### src/rtl/protocol_in_pkg.sv
`default_nettype none
// ============================================================================
// Module   : protocol_in_pkg
// Brief    : Shared constants, state encoding and checksum helper for the
//            receive-side frame decoder.
// Revision : 1.0 - initial release
// ============================================================================
package protocol_in_pkg;

    localparam logic [7:0] HEADER_DEFAULT = 8'hAA;

    typedef logic [1:0] state_t;
    localparam state_t ST_HUNT     = 2'd0;
    localparam state_t ST_GOT_HDR  = 2'd1;
    localparam state_t ST_GOT_CMD  = 2'd2;
    localparam state_t ST_GOT_DATA = 2'd3;

    localparam logic [1:0] ERR_NONE = 2'd0;
    localparam logic [1:0] ERR_CHK  = 2'd1;
    localparam logic [1:0] ERR_CMD  = 2'd2;
    localparam logic [1:0] ERR_TMO  = 2'd3;

    localparam logic [1:0] ADDR_SW   = 2'd0;
    localparam logic [1:0] ADDR_CHAN = 2'd1;
    localparam logic [1:0] ADDR_GATE = 2'd2;
    localparam logic [1:0] ADDR_RSVD = 2'd3;

    localparam logic [5:0] CMD_PREFIX = 6'b000001;

    // 8-bit wrapping sum that the transmitter places in the CHK byte
    function automatic logic [7:0] frame_sum(input logic [7:0] hdr,
                                             input logic [7:0] cmd,
                                             input logic [7:0] data);
        return hdr + cmd + data;
    endfunction

endpackage
`default_nettype wire

### src/rtl/protocol_in_if.sv
`default_nettype none
// ============================================================================
// Module   : protocol_in_if
// Brief    : Byte-strobe input and configuration/status outputs of the
//            frame decoder.
// Revision : 1.0 - initial release
// ============================================================================
interface protocol_in_if;

    logic [7:0] rx_data;
    logic       rx_valid;
    logic [7:0] sw_out;
    logic [7:0] chan_mask;
    logic [7:0] gate_div;
    logic       cmd_valid;
    logic [1:0] cmd_addr;
    logic       frame_err;
    logic [1:0] err_code;
    logic       busy;

    modport master (
        output rx_data, rx_valid,
        input  sw_out, chan_mask, gate_div, cmd_valid, cmd_addr,
               frame_err, err_code, busy
    );

    modport slave (
        input  rx_data, rx_valid,
        output sw_out, chan_mask, gate_div, cmd_valid, cmd_addr,
               frame_err, err_code, busy
    );

endinterface
`default_nettype wire

### src/rtl/protocol_in_frame_timeout.sv
`default_nettype none
// ============================================================================
// Module   : protocol_in_frame_timeout
// Brief    : Saturating inter-byte counter; pulses o_expire on the cycle the
//            count sits at TIMEOUT_CYCLES-1 and nothing clears it.
// Revision : 1.0 - initial release
// ============================================================================
module protocol_in_frame_timeout #(
    parameter int TIMEOUT_CYCLES = 2400
) (
    input  wire logic clk_in,
    input  wire logic reset,
    input  wire logic i_clear,
    input  wire logic i_enable,
    output logic      o_expire
);

    localparam int                c_CNT_W = $clog2(TIMEOUT_CYCLES + 1);
    localparam logic [c_CNT_W-1:0] c_LAST  = c_CNT_W'(TIMEOUT_CYCLES - 1);

    logic [c_CNT_W-1:0] r_count;
    logic               w_at_last;

    assign w_at_last = (r_count == c_LAST);
    assign o_expire  = i_enable & ~i_clear & w_at_last;

    // Holds at the last value instead of wrapping
    always_ff @(posedge clk_in or negedge reset) begin
        if (!reset) begin
            r_count <= '0;
        end else if (i_clear) begin
            r_count <= '0;
        end else if (i_enable && !w_at_last) begin
            r_count <= r_count + c_CNT_W'(1);
        end
    end

endmodule
`default_nettype wire

### src/rtl/protocol_in.sv
`default_nettype none
// ============================================================================
// Module   : protocol_in
// Brief    : Hunts for HEADER, assembles HEADER/CMD/DATA/CHK frames, validates
//            them and writes a four-entry configuration register file.
// Revision : 1.0 - initial release
// ============================================================================
module protocol_in
    import protocol_in_pkg::*;
#(
    parameter logic [7:0] HEADER         = HEADER_DEFAULT,
    parameter int         TIMEOUT_CYCLES = 2400,
    parameter logic [7:0] SW_RESET_VAL   = 8'h00
) (
    input  wire logic    clk_in,
    input  wire logic    reset,
    protocol_in_if.slave bus
);

    state_t     r_state;
    state_t     w_state_nxt;
    logic [7:0] r_cmd;
    logic [7:0] r_data;
    logic [7:0] r_regs [4];
    logic       r_cmd_valid;
    logic       r_frame_err;
    logic [1:0] r_cmd_addr;
    logic [1:0] r_err_code;

    logic       w_in_hunt;
    logic       w_tmo_clear;
    logic       w_expire;
    logic       w_chk_ok;
    logic       w_cmd_ok;
    logic       w_lat_cmd;
    logic       w_lat_data;
    logic       w_write;
    logic       w_err;
    logic [1:0] w_err_val;

    assign w_in_hunt   = (r_state == ST_HUNT);
    assign w_tmo_clear = bus.rx_valid | w_in_hunt;
    assign w_chk_ok    = (bus.rx_data == frame_sum(HEADER, r_cmd, r_data));
    assign w_cmd_ok    = (r_cmd[7:2] == CMD_PREFIX);

    protocol_in_frame_timeout #(
        .TIMEOUT_CYCLES (TIMEOUT_CYCLES)
    ) u_frame_timeout (
        .clk_in   (clk_in),
        .reset    (reset),
        .i_clear  (w_tmo_clear),
        .i_enable (~w_in_hunt),
        .o_expire (w_expire)
    );

    always_ff @(posedge clk_in or negedge reset) begin
        if (!reset) begin
            r_state <= ST_HUNT;
        end else begin
            r_state <= w_state_nxt;
        end
    end

    always_comb begin
        w_state_nxt = r_state;
        w_lat_cmd   = 1'b0;
        w_lat_data  = 1'b0;
        w_write     = 1'b0;
        w_err       = 1'b0;
        w_err_val   = ERR_NONE;
        case (r_state)
            ST_HUNT: begin
                if (bus.rx_valid && (bus.rx_data == HEADER)) begin
                    w_state_nxt = ST_GOT_HDR;
                end
            end
            ST_GOT_HDR: begin
                if (bus.rx_valid) begin
                    w_lat_cmd   = 1'b1;
                    w_state_nxt = ST_GOT_CMD;
                end else if (w_expire) begin
                    w_err       = 1'b1;
                    w_err_val   = ERR_TMO;
                    w_state_nxt = ST_HUNT;
                end
            end
            ST_GOT_CMD: begin
                if (bus.rx_valid) begin
                    w_lat_data  = 1'b1;
                    w_state_nxt = ST_GOT_DATA;
                end else if (w_expire) begin
                    w_err       = 1'b1;
                    w_err_val   = ERR_TMO;
                    w_state_nxt = ST_HUNT;
                end
            end
            ST_GOT_DATA: begin
                // Checksum failure outranks a bad command code
                if (bus.rx_valid) begin
                    w_state_nxt = ST_HUNT;
                    if (!w_chk_ok) begin
                        w_err     = 1'b1;
                        w_err_val = ERR_CHK;
                    end else if (!w_cmd_ok) begin
                        w_err     = 1'b1;
                        w_err_val = ERR_CMD;
                    end else begin
                        w_write   = 1'b1;
                    end
                end else if (w_expire) begin
                    w_err       = 1'b1;
                    w_err_val   = ERR_TMO;
                    w_state_nxt = ST_HUNT;
                end
            end
            default: begin
                w_state_nxt = ST_HUNT;
            end
        endcase
    end

    always_ff @(posedge clk_in or negedge reset) begin
        if (!reset) begin
            r_cmd             <= '0;
            r_data            <= '0;
            r_regs[ADDR_SW]   <= SW_RESET_VAL;
            r_regs[ADDR_CHAN] <= 8'hFF;
            r_regs[ADDR_GATE] <= 8'h00;
            r_regs[ADDR_RSVD] <= 8'h00;
            r_cmd_valid       <= 1'b0;
            r_frame_err       <= 1'b0;
            r_cmd_addr        <= ADDR_SW;
            r_err_code        <= ERR_NONE;
        end else begin
            r_cmd_valid <= w_write;
            r_frame_err <= w_err;
            if (w_lat_cmd) begin
                r_cmd <= bus.rx_data;
            end
            if (w_lat_data) begin
                r_data <= bus.rx_data;
            end
            if (w_write) begin
                r_regs[r_cmd[1:0]] <= r_data;
                r_cmd_addr         <= r_cmd[1:0];
            end
            // Sticky: a good frame leaves the last cause in place
            if (w_err) begin
                r_err_code <= w_err_val;
            end
        end
    end

    assign bus.sw_out    = r_regs[ADDR_SW];
    assign bus.chan_mask = r_regs[ADDR_CHAN];
    assign bus.gate_div  = r_regs[ADDR_GATE];
    assign bus.cmd_valid = r_cmd_valid;
    assign bus.cmd_addr  = r_cmd_addr;
    assign bus.frame_err = r_frame_err;
    assign bus.err_code  = r_err_code;
    assign bus.busy      = ~w_in_hunt;

endmodule
`default_nettype wire

### src/flat_wrapper.sv
// flat-port wrapper written by rule: the top's interface ports become plain ports
module protocol_in_flat import protocol_in_pkg::*;
#(
    parameter logic [7:0] HEADER         = HEADER_DEFAULT,
    parameter int         TIMEOUT_CYCLES = 2400,
    parameter logic [7:0] SW_RESET_VAL   = 8'h00
)
  (clk_in, reset, bus_rx_data, bus_rx_valid, bus_sw_out, bus_chan_mask, bus_gate_div, bus_cmd_valid, bus_cmd_addr, bus_frame_err, bus_err_code, bus_busy);
  protocol_in_if bus_i ();
  input  wire logic clk_in;
  input  wire logic reset;
  input wire logic [$bits(bus_i.rx_data)-1:0] bus_rx_data;
  input wire logic [$bits(bus_i.rx_valid)-1:0] bus_rx_valid;
  output wire logic [$bits(bus_i.sw_out)-1:0] bus_sw_out;
  output wire logic [$bits(bus_i.chan_mask)-1:0] bus_chan_mask;
  output wire logic [$bits(bus_i.gate_div)-1:0] bus_gate_div;
  output wire logic [$bits(bus_i.cmd_valid)-1:0] bus_cmd_valid;
  output wire logic [$bits(bus_i.cmd_addr)-1:0] bus_cmd_addr;
  output wire logic [$bits(bus_i.frame_err)-1:0] bus_frame_err;
  output wire logic [$bits(bus_i.err_code)-1:0] bus_err_code;
  output wire logic [$bits(bus_i.busy)-1:0] bus_busy;
  assign bus_i.rx_data = bus_rx_data;
  assign bus_i.rx_valid = bus_rx_valid;
  assign bus_sw_out = bus_i.sw_out;
  assign bus_chan_mask = bus_i.chan_mask;
  assign bus_gate_div = bus_i.gate_div;
  assign bus_cmd_valid = bus_i.cmd_valid;
  assign bus_cmd_addr = bus_i.cmd_addr;
  assign bus_frame_err = bus_i.frame_err;
  assign bus_err_code = bus_i.err_code;
  assign bus_busy = bus_i.busy;
  protocol_in #(.HEADER(HEADER), .TIMEOUT_CYCLES(TIMEOUT_CYCLES), .SW_RESET_VAL(SW_RESET_VAL)) u_core (.clk_in(clk_in), .reset(reset), .bus(bus_i));
endmodule
### config.mk
export PLATFORM = sky130hd
export DESIGN_NAME = protocol_in_flat
export DESIGN_NICKNAME = d
export VERILOG_FILES = /design/src/rtl/protocol_in_pkg.sv /design/src/rtl/protocol_in_if.sv /design/src/rtl/protocol_in_frame_timeout.sv /design/src/rtl/protocol_in.sv /design/src/flat_wrapper.sv
export SDC_FILE = /design/constraint.sdc
export NUM_CORES = 1
export LEC_CHECK = 0
export ABC_AREA = 1
export CAP_MARGIN = 30
export CORE_UTILIZATION = 50
export DETAILED_ROUTE_END_ITERATION = 12
export GPL_TIMING_DRIVEN = 1
export PLACE_DENSITY = 0.73
export SLEW_MARGIN = 30
export SYNTH_ARGS = -nofsm -noshare
export SYNTH_HDL_FRONTEND = slang
export SYNTH_SLANG_ARGS = --single-unit
### constraint.sdc
create_clock -name clk_in -period 2.6 [get_ports clk_in]
set_input_delay 0.52 -clock clk_in [delete_from_list [all_inputs] [get_ports clk_in]]
set_output_delay 0.52 -clock clk_in [all_outputs]
set_load 0.005 [all_outputs]
Word level (Yosys, flattened, before mapping). Index checks and enable logic that the tools add are counted.

$add $sub $neg: 3. Order comparisons: 2. Eq/ne operators: 8. Multiplexer cells: 30. Bitwise logic cells: 6. Reduce and logical (&&, ||, !) cells: 7.

Operators with widths (count): $bwmux 32 (1); $mux 12 (2); $mux 2 (10); $demux 8 s2 (1); $add 12x1->12 const B (1); $eq 12x12->1 const B (1); $mux 1 (12); $add 8x8->8 (1); $add 8x8->8 const A (1); $eq 8x8->1 (1); $eq 8x8->1 const B (1); $mux 8 (1); $pmux 2 s4 (1); $eq 6x1->1 const B (1); $eq 2x2->1 const B (2); $pmux 2 s2 (1); $ge 3x3->1 const B (1); $logic_and 1x1->1 (3); $lt 3x1->1 const B (1); $not 2->3 (1); $and 1x1->1 (2); $eq 2x1->1 const B (1); $logic_not 2->1 (1); $ne 2x2->1 const B (1); other kinds (6) (7).

Register bits after elaboration: 68. Input bits: 11. Word-level logic and storage cells: 68.

Longest topological paths before layout.
Depth after elaboration: 8. Depth in mapped cells: 20. Depth with buffers taken out: 20.

Hierarchy. From an unflattened synthesis, not the netlist that was laid out.

Cell total of the unflattened synthesis: 439. Area, all modules: 3455.8 um^2.

Modules (own cells, without submodules): protocol_in (instances 1, cells an instance 326, area an instance 2685.1 um^2, seq. area each 1211.2 um^2); protocol_in_frame_timeout (instances 1, cells an instance 113, area an instance 770.7 um^2, seq. area each 300.3 um^2).

Least setup slack after synthesis. No wires, ideal clock.

Path type: reg2reg. Start: register u_core.r_cmd[1]. End: register u_core.r_regs, in the netlist u_core.bus.sw_out[3]. Arrival: 2.535 ns. Required time: 2.482 ns. Slack: -0.052 ns. Stages on the path, launching flop included: 18. Buffers on the path: 1. Clock period less this slack: 2.652 ns. Path through: dfrtp_1 inv_1 ha_1 inv_1 ha_1 fa_1 nand2_1 nand2_1 nand3_1 nor2_2 nand2_1 a21oi_1 nand4_1 nor2_4 nand2_2 buf_6 nand2_1 o21ai_2.

Longest elaborated chain between the ends: 6. Elaborated cells between the ends (all ways): 13. Those cells by class: 2 x add/sub; 2 x order compare; 1 x eq/ne; 6 x mux; 1 x bitwise; 1 x reduce/logical.

Ends and longest elaborated chain: from (decl) (RTL line protocol_in.sv:22) `logic [7:0] r_cmd;`; from (signal assigned) (RTL line protocol_in.sv:138) `r_cmd <= bus.rx_data;`; $add 8x8->8 (2 in a row) (RTL line protocol_in_pkg.sv:34) `return hdr + cmd + data;`; $eq 8x8->1 (RTL line protocol_in.sv:43) `assign w_chk_ok = (bus.rx_data == frame_sum(HEADER, r_cmd, r_data));`; $mux 1 (RTL line protocol_in.sv:101) `if (!w_chk_ok) begin`; $mux 1 (RTL line protocol_in.sv:99) `if (bus.rx_valid) begin`; $mux 1 (RTL line protocol_in.sv:71) `case (r_state)`; named net u_core.w_write (RTL line protocol_in.sv:37) `logic w_write;`; to (signal, indexed assignment) (RTL line protocol_in.sv:144) `r_regs[r_cmd[1:0]] <= r_data;`; to (decl) (RTL line protocol_in.sv:24) `logic [7:0] r_regs [4];`.

The timed path passes the listed nets, and every way through them passes these cells. A chain may end at the register's enable or synchronous reset.

Final worst setup path.
Start: register u_core.r_cmd[1]. End: register u_core.r_cmd_addr[0] (netlist: u_core.bus.cmd_addr[0]).

Longest elaborated chain between the ends: 6.

Ends and longest elaborated chain: $add 8x8->8 (2 in a row) (RTL line protocol_in_pkg.sv:34); $eq 8x8->1 (RTL line protocol_in.sv:43); $mux 1 (RTL line protocol_in.sv:101); $mux 1 (RTL line protocol_in.sv:99); $mux 1 (RTL line protocol_in.sv:71); to (signal assigned) (RTL line protocol_in.sv:145) `r_cmd_addr <= r_cmd[1:0];`; to (decl) (RTL line protocol_in.sv:27) `logic [1:0] r_cmd_addr;`.

Every way passes these cells.

==> parameters.txt <==
Parameter                              Value

Worst setup path
  Longest individual stage delay on the worst path ... 0.53 ns
  Kind of launch point of the worst setup path ... register
  Data arrival time of the critical path ... 2.98 ns
  Top Family by Delay on Critical Path ... simple AND/OR/NAND/NOR gates
  Capture point of the worst reg-to-reg path ... u_core.bus.cmd_addr[0]$_DFFE_PN0P_
  Critical-path maximum fanout ... 5
  Reg2reg path depth ... 19
  Worst-path cell with the longest stage delay ... sky130_fd_sc_hd__fa_2
  FF-to-FF setup slack ... -0.15 ns
  Critical path buffer and inverter count ... 3
  Worst Setup Path Type ... reg -> reg
  Cell chain of the critical path ... inv_2 -> ha_4 -> inv_2 -> ha_4 -> fa_2 -> nand2_1 -> nand2_1 -> nand3_1 -> nor2_2 -> nand2_2 -> nor2_4 -> nand2_2 -> nor2_4 -> nand2_4 -> nor2_8 -> buf_4 -> nand2_2 -> nand2_1 -> o21ai_1
  Worst reg2reg path startpoint ... u_core.r_cmd[1]$_DFFE_PN0P_
  Nature of the critical path endpoint ... register
  Critical Path RT ... between 2 and 3 ns

Yosys
  Post-synthesis average cell area ... 7.85 um2
  Proportion of register bits with asynchronous set or reset after synthesis ... 100%
  Post-synthesis cell area ... 0.00338 mm2
  Number of synthesis warnings ... 0
  Portion of the post-synthesis area used by sequential elements ... 44.8%
  Synth Register Bits ... 60
  Post-synth EDFFs ... 0
  Synthesized net count ... 460
  Synthesized netlist cell count ... between 400 and 500
  Distinct cell type count after synthesis ... 32
  Predominant post-synthesis flop cell ... sky130_fd_sc_hd__dfrtp_1

Cells and area
  Utilization of the core after routing ... 69.6%
  Ratio of cells with drive above 1 in the final layout ... a little under a quarter
  Fill cells ... between 400 and 500
  Layout-stage area growth over the synthesis result ... 32.4%
  Final layout net count ... 543
  Count of antenna diodes in the layout ... 0
  Final instance area ... 0.00447 mm2
  Final cell count without fillers ... 595

Clock network
  Clock edge transition at the registers on the reported setup and hold paths ... 0.07 ns
  Post-CTS Hold Fix Bufs ... 0
  Maximum level of the CTS H-tree ... 3
  Clock tree from TritonCTS ... done
  Clock buffers created by TritonCTS ... 9
  Maximum buffer depth of the clock tree ... 2
  Clock latency reported for the late side of the worst-skew pair ... between 0.3 and 0.4 ns
  Clock Sinks ... 60
  Root Buffer ... sky130_fd_sc_hd__clkbuf_8

Power
  Switching share of power ... 43.4%
  Total power consumption of the routed design ... 4520 uW
  Clock share of power ... 19.1%
  Flop pwr share ... 26.9%
  Power share of the combinational group ... a little over half
  Cell-internal power ... 2560 uW
  Leakage power figure ... 0.00227 uW
  Largest vdd supply drop ... between 0.6 and 0.7 mV
  PD cells ... 1010 mW/mm2
  Power spent charging and discharging nets ... slightly below 2000 uW

Global routing
  Vias in the first global route ... 3,043
  Total GRT Usage ... between 20% and 30%
  Residual overflow from global routing ... 0
  Pin count of the biggest net entering global routing ... 61
  Initial antenna violation count ... 0
  Global-route wire length before repair ... 13.8 mm

Routing
  Number of antenna-violating nets in the routed design ... 0
  Routed wire per std cell ... between 10 and 15 um
  Post-detailed-route DRC marker count ... 10
  Wire length reported by the detailed router ... 8.15 mm
  DRC violation total after the first TritonRoute iteration ... 167
  Number of search-and-repair iterations in the first detailed-routing pass ... 9
  Vias per cell ... 5.26
  Vias post-DR ... 3,129

Floorplan
  Die height ... ~84 um
  Cell row count ... 29
  Initial Utilization ... 52.6%
  Core Region ... around 0.0064 mm2
  Total die area ... 0.00708 mm2
  Total I/O pin count ... 42
  Die Span X ... about 84 um

Timing
  Relative slew slack ... 48.8%
  Number of setup violations in the final report ... 28
  Ratio of final minimum period to clock period ... 106%
  Final slew viol count ... 0
  Transition at the pin with the smallest max-transition slack ... 0.765 ns
  Crit path setup slack, layout ... -0.154 ns
  Unrepaired setup endpoints after global routing ... yes
  Worst Clk Skew ... around 0.0099 ns
  Final hold vios ... 0
  Peak clock frequency supported by timing ... 363 MHz
  Final min period ... 2.75 ns
  Worst hold-check slack ... 0.336 ns

Min path
  Class of the worst hold path ... in -> async

Status
  Violations in the final reports ... design-rule violations, negative setup slack
  Status ... finished, violations left

Place
  Inst Count DP ... 566
  Detailed placer's ending HPWL ... around 5.7 mm
  Placed standard-cell area ... 0.00405 mm2
  Count of input and output buffers ... 41
  Final GP Congestion ... approximately 0.87

Flow run
  Max Cap Viol ... 0
==> worst register-to-register path: cells and delay by family (launching register included) <==
family	cells	cell delay [ns]
compound gates	1	0.05
fa+ha+maj	3	0.93
buf+inv	3	0.23
flops	1	0.37
simple gates	12	1.04
==> layer usage <==
metal / global-route usage [%] / share of wire [%] / routed length, um / vias to the layer above
met3: 3.24 / 4.7 / 381 / 15
met2: 43.4 / 49 / 3990 / 96
met5: 0 / 0 / 0 / -
met4: 10.2 / 1.7 / 136 / 0
met1: 31.4 / 45 / 3640 / 1454
li1: - / - / - / 1564
==> cells in the final DEF (no fill, tap or decap), types with 3 or more instances in the layout <==
master	Yosys	final
sky130_fd_sc_hd__inv_1	58	53
sky130_fd_sc_hd__clkbuf_8	0	11
sky130_fd_sc_hd__buf_4	0	32
sky130_fd_sc_hd__inv_2	2	7
sky130_fd_sc_hd__nor2_1	26	26
sky130_fd_sc_hd__buf_6	2	3
sky130_fd_sc_hd__a21oi_1	9	8
sky130_fd_sc_hd__dfrtp_1	52	52
sky130_fd_sc_hd__ha_1	18	15
sky130_fd_sc_hd__nand3_1	20	18
sky130_fd_sc_hd__nand4_1	22	22
sky130_fd_sc_hd__nand2_4	0	4
sky130_fd_sc_hd__nor2_4	3	5
sky130_fd_sc_hd__nor2_2	3	3
sky130_fd_sc_hd__nor3_1	6	6
sky130_fd_sc_hd__o21ai_0	24	24
sky130_fd_sc_hd__o21ai_2	2	3
sky130_fd_sc_hd__dfstp_2	8	8
sky130_fd_sc_hd__o21ai_1	4	3
sky130_fd_sc_hd__clkdlybuf4s50_1	0	40
sky130_fd_sc_hd__nand2_1	144	120
sky130_fd_sc_hd__nand2_2	5	26
==> layout make-up <==
| type | instances | area [um2] | share of cell area, % |
|---|---|---|---|
| tap | 77 | 96.3 | 2.16 |
| inverter | 60 | 225 | 5.04 |
| multi-input combinational | 306 | 1750 | 39.2 |
| sequential | 60 | 1510 | 33.8 |
| timing repair buffer | 76 | 679 | 15.2 |
| clock inverter | 4 | 48.8 | 1.09 |
| clock buffer | 12 | 155 | 3.47 |
==> flip-flops by register name, indices dropped and copies added (netlist names), 8 cells and up <==
signal and count:
u_core.r_cmd 8, u_core.bus.chan_mask 8, u_core.r_data 8, u_core.u_frame_timeout.r_count 12, u_core.bus.gate_div 8, u_core.bus.sw_out 8
==> how the worst max path moves through the flow <==
stage / startpoint / to / slack [ns] / cells past startpoint
2_1_floorplan: u_core.r_cmd[1]$_DFFE_PN0P_ / u_core.bus.sw_out[5]$_DFFE_PN0P_ / -0.04 / 18
3_3_place_gp: u_core.r_data[1]$_DFFE_PN0P_ / u_core.bus.gate_div[6]$_DFFE_PN0P_ / -0.15 / 19
3_5_place_dp: u_core.r_data[1]$_DFFE_PN0P_ / u_core.bus.gate_div[3]$_DFFE_PN0P_ / -0.27 / 19
4_1_cts: u_core.r_cmd[1]$_DFFE_PN0P_ / u_core.bus.gate_div[3]$_DFFE_PN0P_ / -0.10 / 18
5_1_grt: u_core.r_cmd[1]$_DFFE_PN0P_ / u_core.bus.gate_div[0]$_DFFE_PN0P_ / -0.32 / 18
6_report: u_core.r_cmd[1]$_DFFE_PN0P_ / u_core.bus.cmd_addr[0]$_DFFE_PN0P_ / -0.15 / 19
==> synth_stat cells, types with 3 or more instances <==
cell,number,share of area [%]
sky130_fd_sc_hd__nand2_2,5,0.93
sky130_fd_sc_hd__nand3_1,20,3.0
sky130_fd_sc_hd__o21ai_1,4,0.59
sky130_fd_sc_hd__dfstp_2,8,6.2
sky130_fd_sc_hd__nor2_2,3,0.56
sky130_fd_sc_hd__ha_1,18,6.7
sky130_fd_sc_hd__nand2_1,144,16
sky130_fd_sc_hd__o21ai_0,24,3.6
sky130_fd_sc_hd__dfrtp_1,52,39
sky130_fd_sc_hd__nor2_1,26,2.9
sky130_fd_sc_hd__nor2_4,3,1.0
sky130_fd_sc_hd__clkbuf_1,3,0.33
sky130_fd_sc_hd__a21oi_1,9,1.3
sky130_fd_sc_hd__nor3_1,6,0.89
sky130_fd_sc_hd__inv_1,58,6.4
sky130_fd_sc_hd__nand4_1,22,4.1
==> logic make-up (layout without fill, tap and decap cells) <==
family / Yosys count / count (layout) / share of synthesized area [%]
fa+ha+maj: 19 / 19 / 7.26
flops: 60 / 60 / 44.8
buf+inv: 67 / 152 / 7.97
compound gates: 46 / 46 / 7.64
xor+xnor: 4 / 4 / 1.04
simple gates: 234 / 237 / 31.3
==> what timing repair did <==
action | CTS | global route
resized for setup | 16 | 22
pin swaps | 19 | 7
buffers inserted | 6 | 5
gates cloned | 3 | 0
endpoints found under the setup margin | 29 | 30
==> power by group through the flow <==
stage	clock, uW	combinational, uW	sequential, uW
final	863	2440	1220
after global routing	917	2730	1230
after CTS	872	2360	1210
after detailed placement	0	2280	1220
after global placement	0	2220	1220
after floorplan	0	1540	1230
==> metrics by stage <==
step                      setup slack (ns)  TNS, ns
after floorplan                    -0.0428   -0.555
after global placement              -0.154    -3.43
after detailed placement            -0.265    -5.79
after CTS                           -0.104    -1.98
after global routing                -0.323    -7.76
final                               -0.154    -3.21
No activity file was read; power rests on OpenSTA's default activity.
==> patch: new RTL, same settings <==
`TIMEOUT_CYCLES` is set to 2400 in 3 places; all go to 600.
--- a/src/rtl/protocol_in_frame_timeout.sv
+++ b/src/rtl/protocol_in_frame_timeout.sv
@@ -8,3 +8,3 @@
 module protocol_in_frame_timeout #(
-    parameter int TIMEOUT_CYCLES = 2400
+    parameter int TIMEOUT_CYCLES = 600
 ) (
--- a/src/rtl/protocol_in.sv
+++ b/src/rtl/protocol_in.sv
@@ -11,3 +11,3 @@
     parameter logic [7:0] HEADER         = HEADER_DEFAULT,
-    parameter int         TIMEOUT_CYCLES = 2400,
+    parameter int         TIMEOUT_CYCLES = 600,
     parameter logic [7:0] SW_RESET_VAL   = 8'h00
--- a/src/flat_wrapper.sv
+++ b/src/flat_wrapper.sv
@@ -4,3 +4,3 @@
     parameter logic [7:0] HEADER         = HEADER_DEFAULT,
-    parameter int         TIMEOUT_CYCLES = 2400,
+    parameter int         TIMEOUT_CYCLES = 600,
     parameter logic [7:0] SW_RESET_VAL   = 8'h00
Behaviour: no difference found for any inputs over 4 cycles, from zero or initial values and one cycle with reset low; that may be too few to reach the edited logic, so the function may still have changed.
==> patch against the unedited design <==
  * The flow finishes with violations (setup timing)
  * Synthesized area is 4.0% lower
  * Cell area fell by 3.4%
  * Count of clock-buffer cells in the layout fell by 1
  * Power is 1.2% higher
  * Highest routed layer unchanged
  * Global-route usage is 2.3 points higher
  * Clock skew rose by 0.00064 ns
  * Critical path depth fell by 3
  * Routed wire length rose by 1.5%
  * Sequential cell count decreased by 2
  * Die area shrank 3.9%
  * Worst setup slack got worse by 0.043 ns
==> patch: results (changes against the unedited design) <==
- Status: finished, violations left
- Violated checks: setup timing
- DP Worst Slack: -0.3204 ns (-0.05530 ns)
- First-pass iteration count of the detailed router: 5 (-4)
- Worst skew pair latency: 0.35 ns (+0.02 ns)
- Detailed Place HPWL: 5.898 mm (+3.5%)
- Worst Reg2Reg Path Length in Cells: 16 (-3)
- Crit end category: register
- Clk pin slew, worst setup/hold paths: 0.07 ns (about the same)
- Complex-gate fraction of the synthesized area: 6.837% (-0.80 points)
- Min-Delay Path Class: in2async
- Largest net degree at the start of global routing: 35 (-43%)
- Average instance area after synthesis: 7.676 sq um (-2.2%)
- Antenna violations before repair: 0 (unchanged)
- Drt wl/cell: 14.31 um (+4.5%)
- Sequential area share after synthesis: 45.11% (+0.34 points)
- CTS Buffer Depth: 2 (unchanged)
- Layout cells sized above 1: 17.50% (-5.1 points)
- # diodes: 0 (unchanged)
- Synth top area cells: dfrtp_1 39%, nand2_1 16%, inv_1 7.1%, ha_1 7.0%, dfstp_2 6.5%
- Setup TNS: -4.050 ns (-0.8434 ns)
- Pleak: 2.178 nW (-4.2%)
- DR vias: 3153 (+0.77%)
- CP max stage cell: fa_2
- Clock skew: 0.01054 ns (+0.0006383 ns)
- Worst-margin pin slew: 0.8465 ns (+0.08119 ns)
- Post-Syn Nets: 452 (-1.7%)
- Worst hold margin: 0.1656 ns (-0.1706 ns)
- RR Endpoint: u_core.bus.sw_out[0]$_DFFE_PN0P_
- Iteration-0 DRC count of the detailed router: 225 (+35%)
- Vias in the first global route: 2932 (-3.6%)
- CTS H-tree lvls: 3 (unchanged)
- Worst-path maximum fanout: 8 (+3)
- Root Driver: clkbuf_8
- Dpl cells: 554 (-2.1%)
- Overall routing resource usage: 27.14% (+2.3 points)
- Synth cell types: 26 (-19%)
- IO buf count: 41 (unchanged)
- Fill cells: 470 (-4.1%)
- First-pass GRT wire length: 13.63 mm (-1.1%)
- Biggest register: u_core.u_frame_timeout.r_count
- Synth cell count leaders: 141 x nand2_1, 61 x inv_1, 50 x dfrtp_1
- Placed Area: 3911 sq um (-3.5%)
- Async set-or-reset flop fraction in the synthesized netlist: 100.0% (unchanged)
- Post-Synth Adder-Cell Area: 7.570% (+0.31 points)
- CTS Buf Count: 9 (unchanged)
- Slack of the critical path: -0.1970 ns (-0.04266 ns)
- Max reg flops: 10 (-2)
- Final setup vio count: 26 (-7.1%)
- Vias/cell: 5.455 (+3.7%)
- Final #Nets: 528 (-2.8%)
- CP arrival: 3.03 ns (+0.05 ns)
- VDD IR max: 0.8837 mV (+35%)
- Synth Area in XOR/XNOR: 1.081% (+0.044 points)
- RePlAce Congestion: 0.8943 (+2.4%)
- Synthesis Warnings: 0 (unchanged)
-- patch: cell count changes after synthesis, moves of 4 or more --
cell,unedited run,this run
nor2_1,26,22
o21ai_1,4,0
nand4_1,22,32
nand2_2,5,0
-- patch: what timing repair did --
item / in CTS / in global routing
gates cloned: 0 / 0
setup buffers: 8 / 0
resized for setup: 25 / 16
pin swaps: 26 / 12
endpoints found under the setup margin: 28 / 30
endpoints found under the hold margin: 0 / 0
hold buffers: 0 / 0
-- patch: routing by layer --
metal	vias to the layer above	part of all wire [%]	global-route usage, %
li1	1528	-	-
met1	1478	45	36.17
met2	132	47	43.47
met3	15	5.7	5.055
met4	0	2.2	11.21
met5	-	0	0
-- patch: where the power goes --
| part | internal (mW) | total [mW] | switching (mW) | leakage (nW) |
|---|---|---|---|---|
| logic | 1.02 | 2.51 | 1.50 | 1.32 |
| clock network | 0.489 | 0.863 | 0.374 | 0.105 |
| registers | 1.07 | 1.20 | 0.131 | 0.749 |
| total | 2.57 | 4.57 | 2.00 | 2.18 |
-- patch: cell type report --
class	instances	area [sq um]	share of cell area (%)
clock buffers	11	151.4	3.509
clock inverters	5	52.55	1.218
inverters	61	229.0	5.307
multi-input cells	295	1633	37.85
flip-flops and latches	58	1461	33.87
well taps	75	93.84	2.175
repair buffers	73	693.2	16.07
-- patch: cells by family after synthesis --
logic type | count (synthesis)
and+or+nand+nor | 231
buffers and inverters | 69
DFF | 58
AOI/OAI and AO/OA | 41
adders and majority gates | 19
xor gates and xnor gates | 4
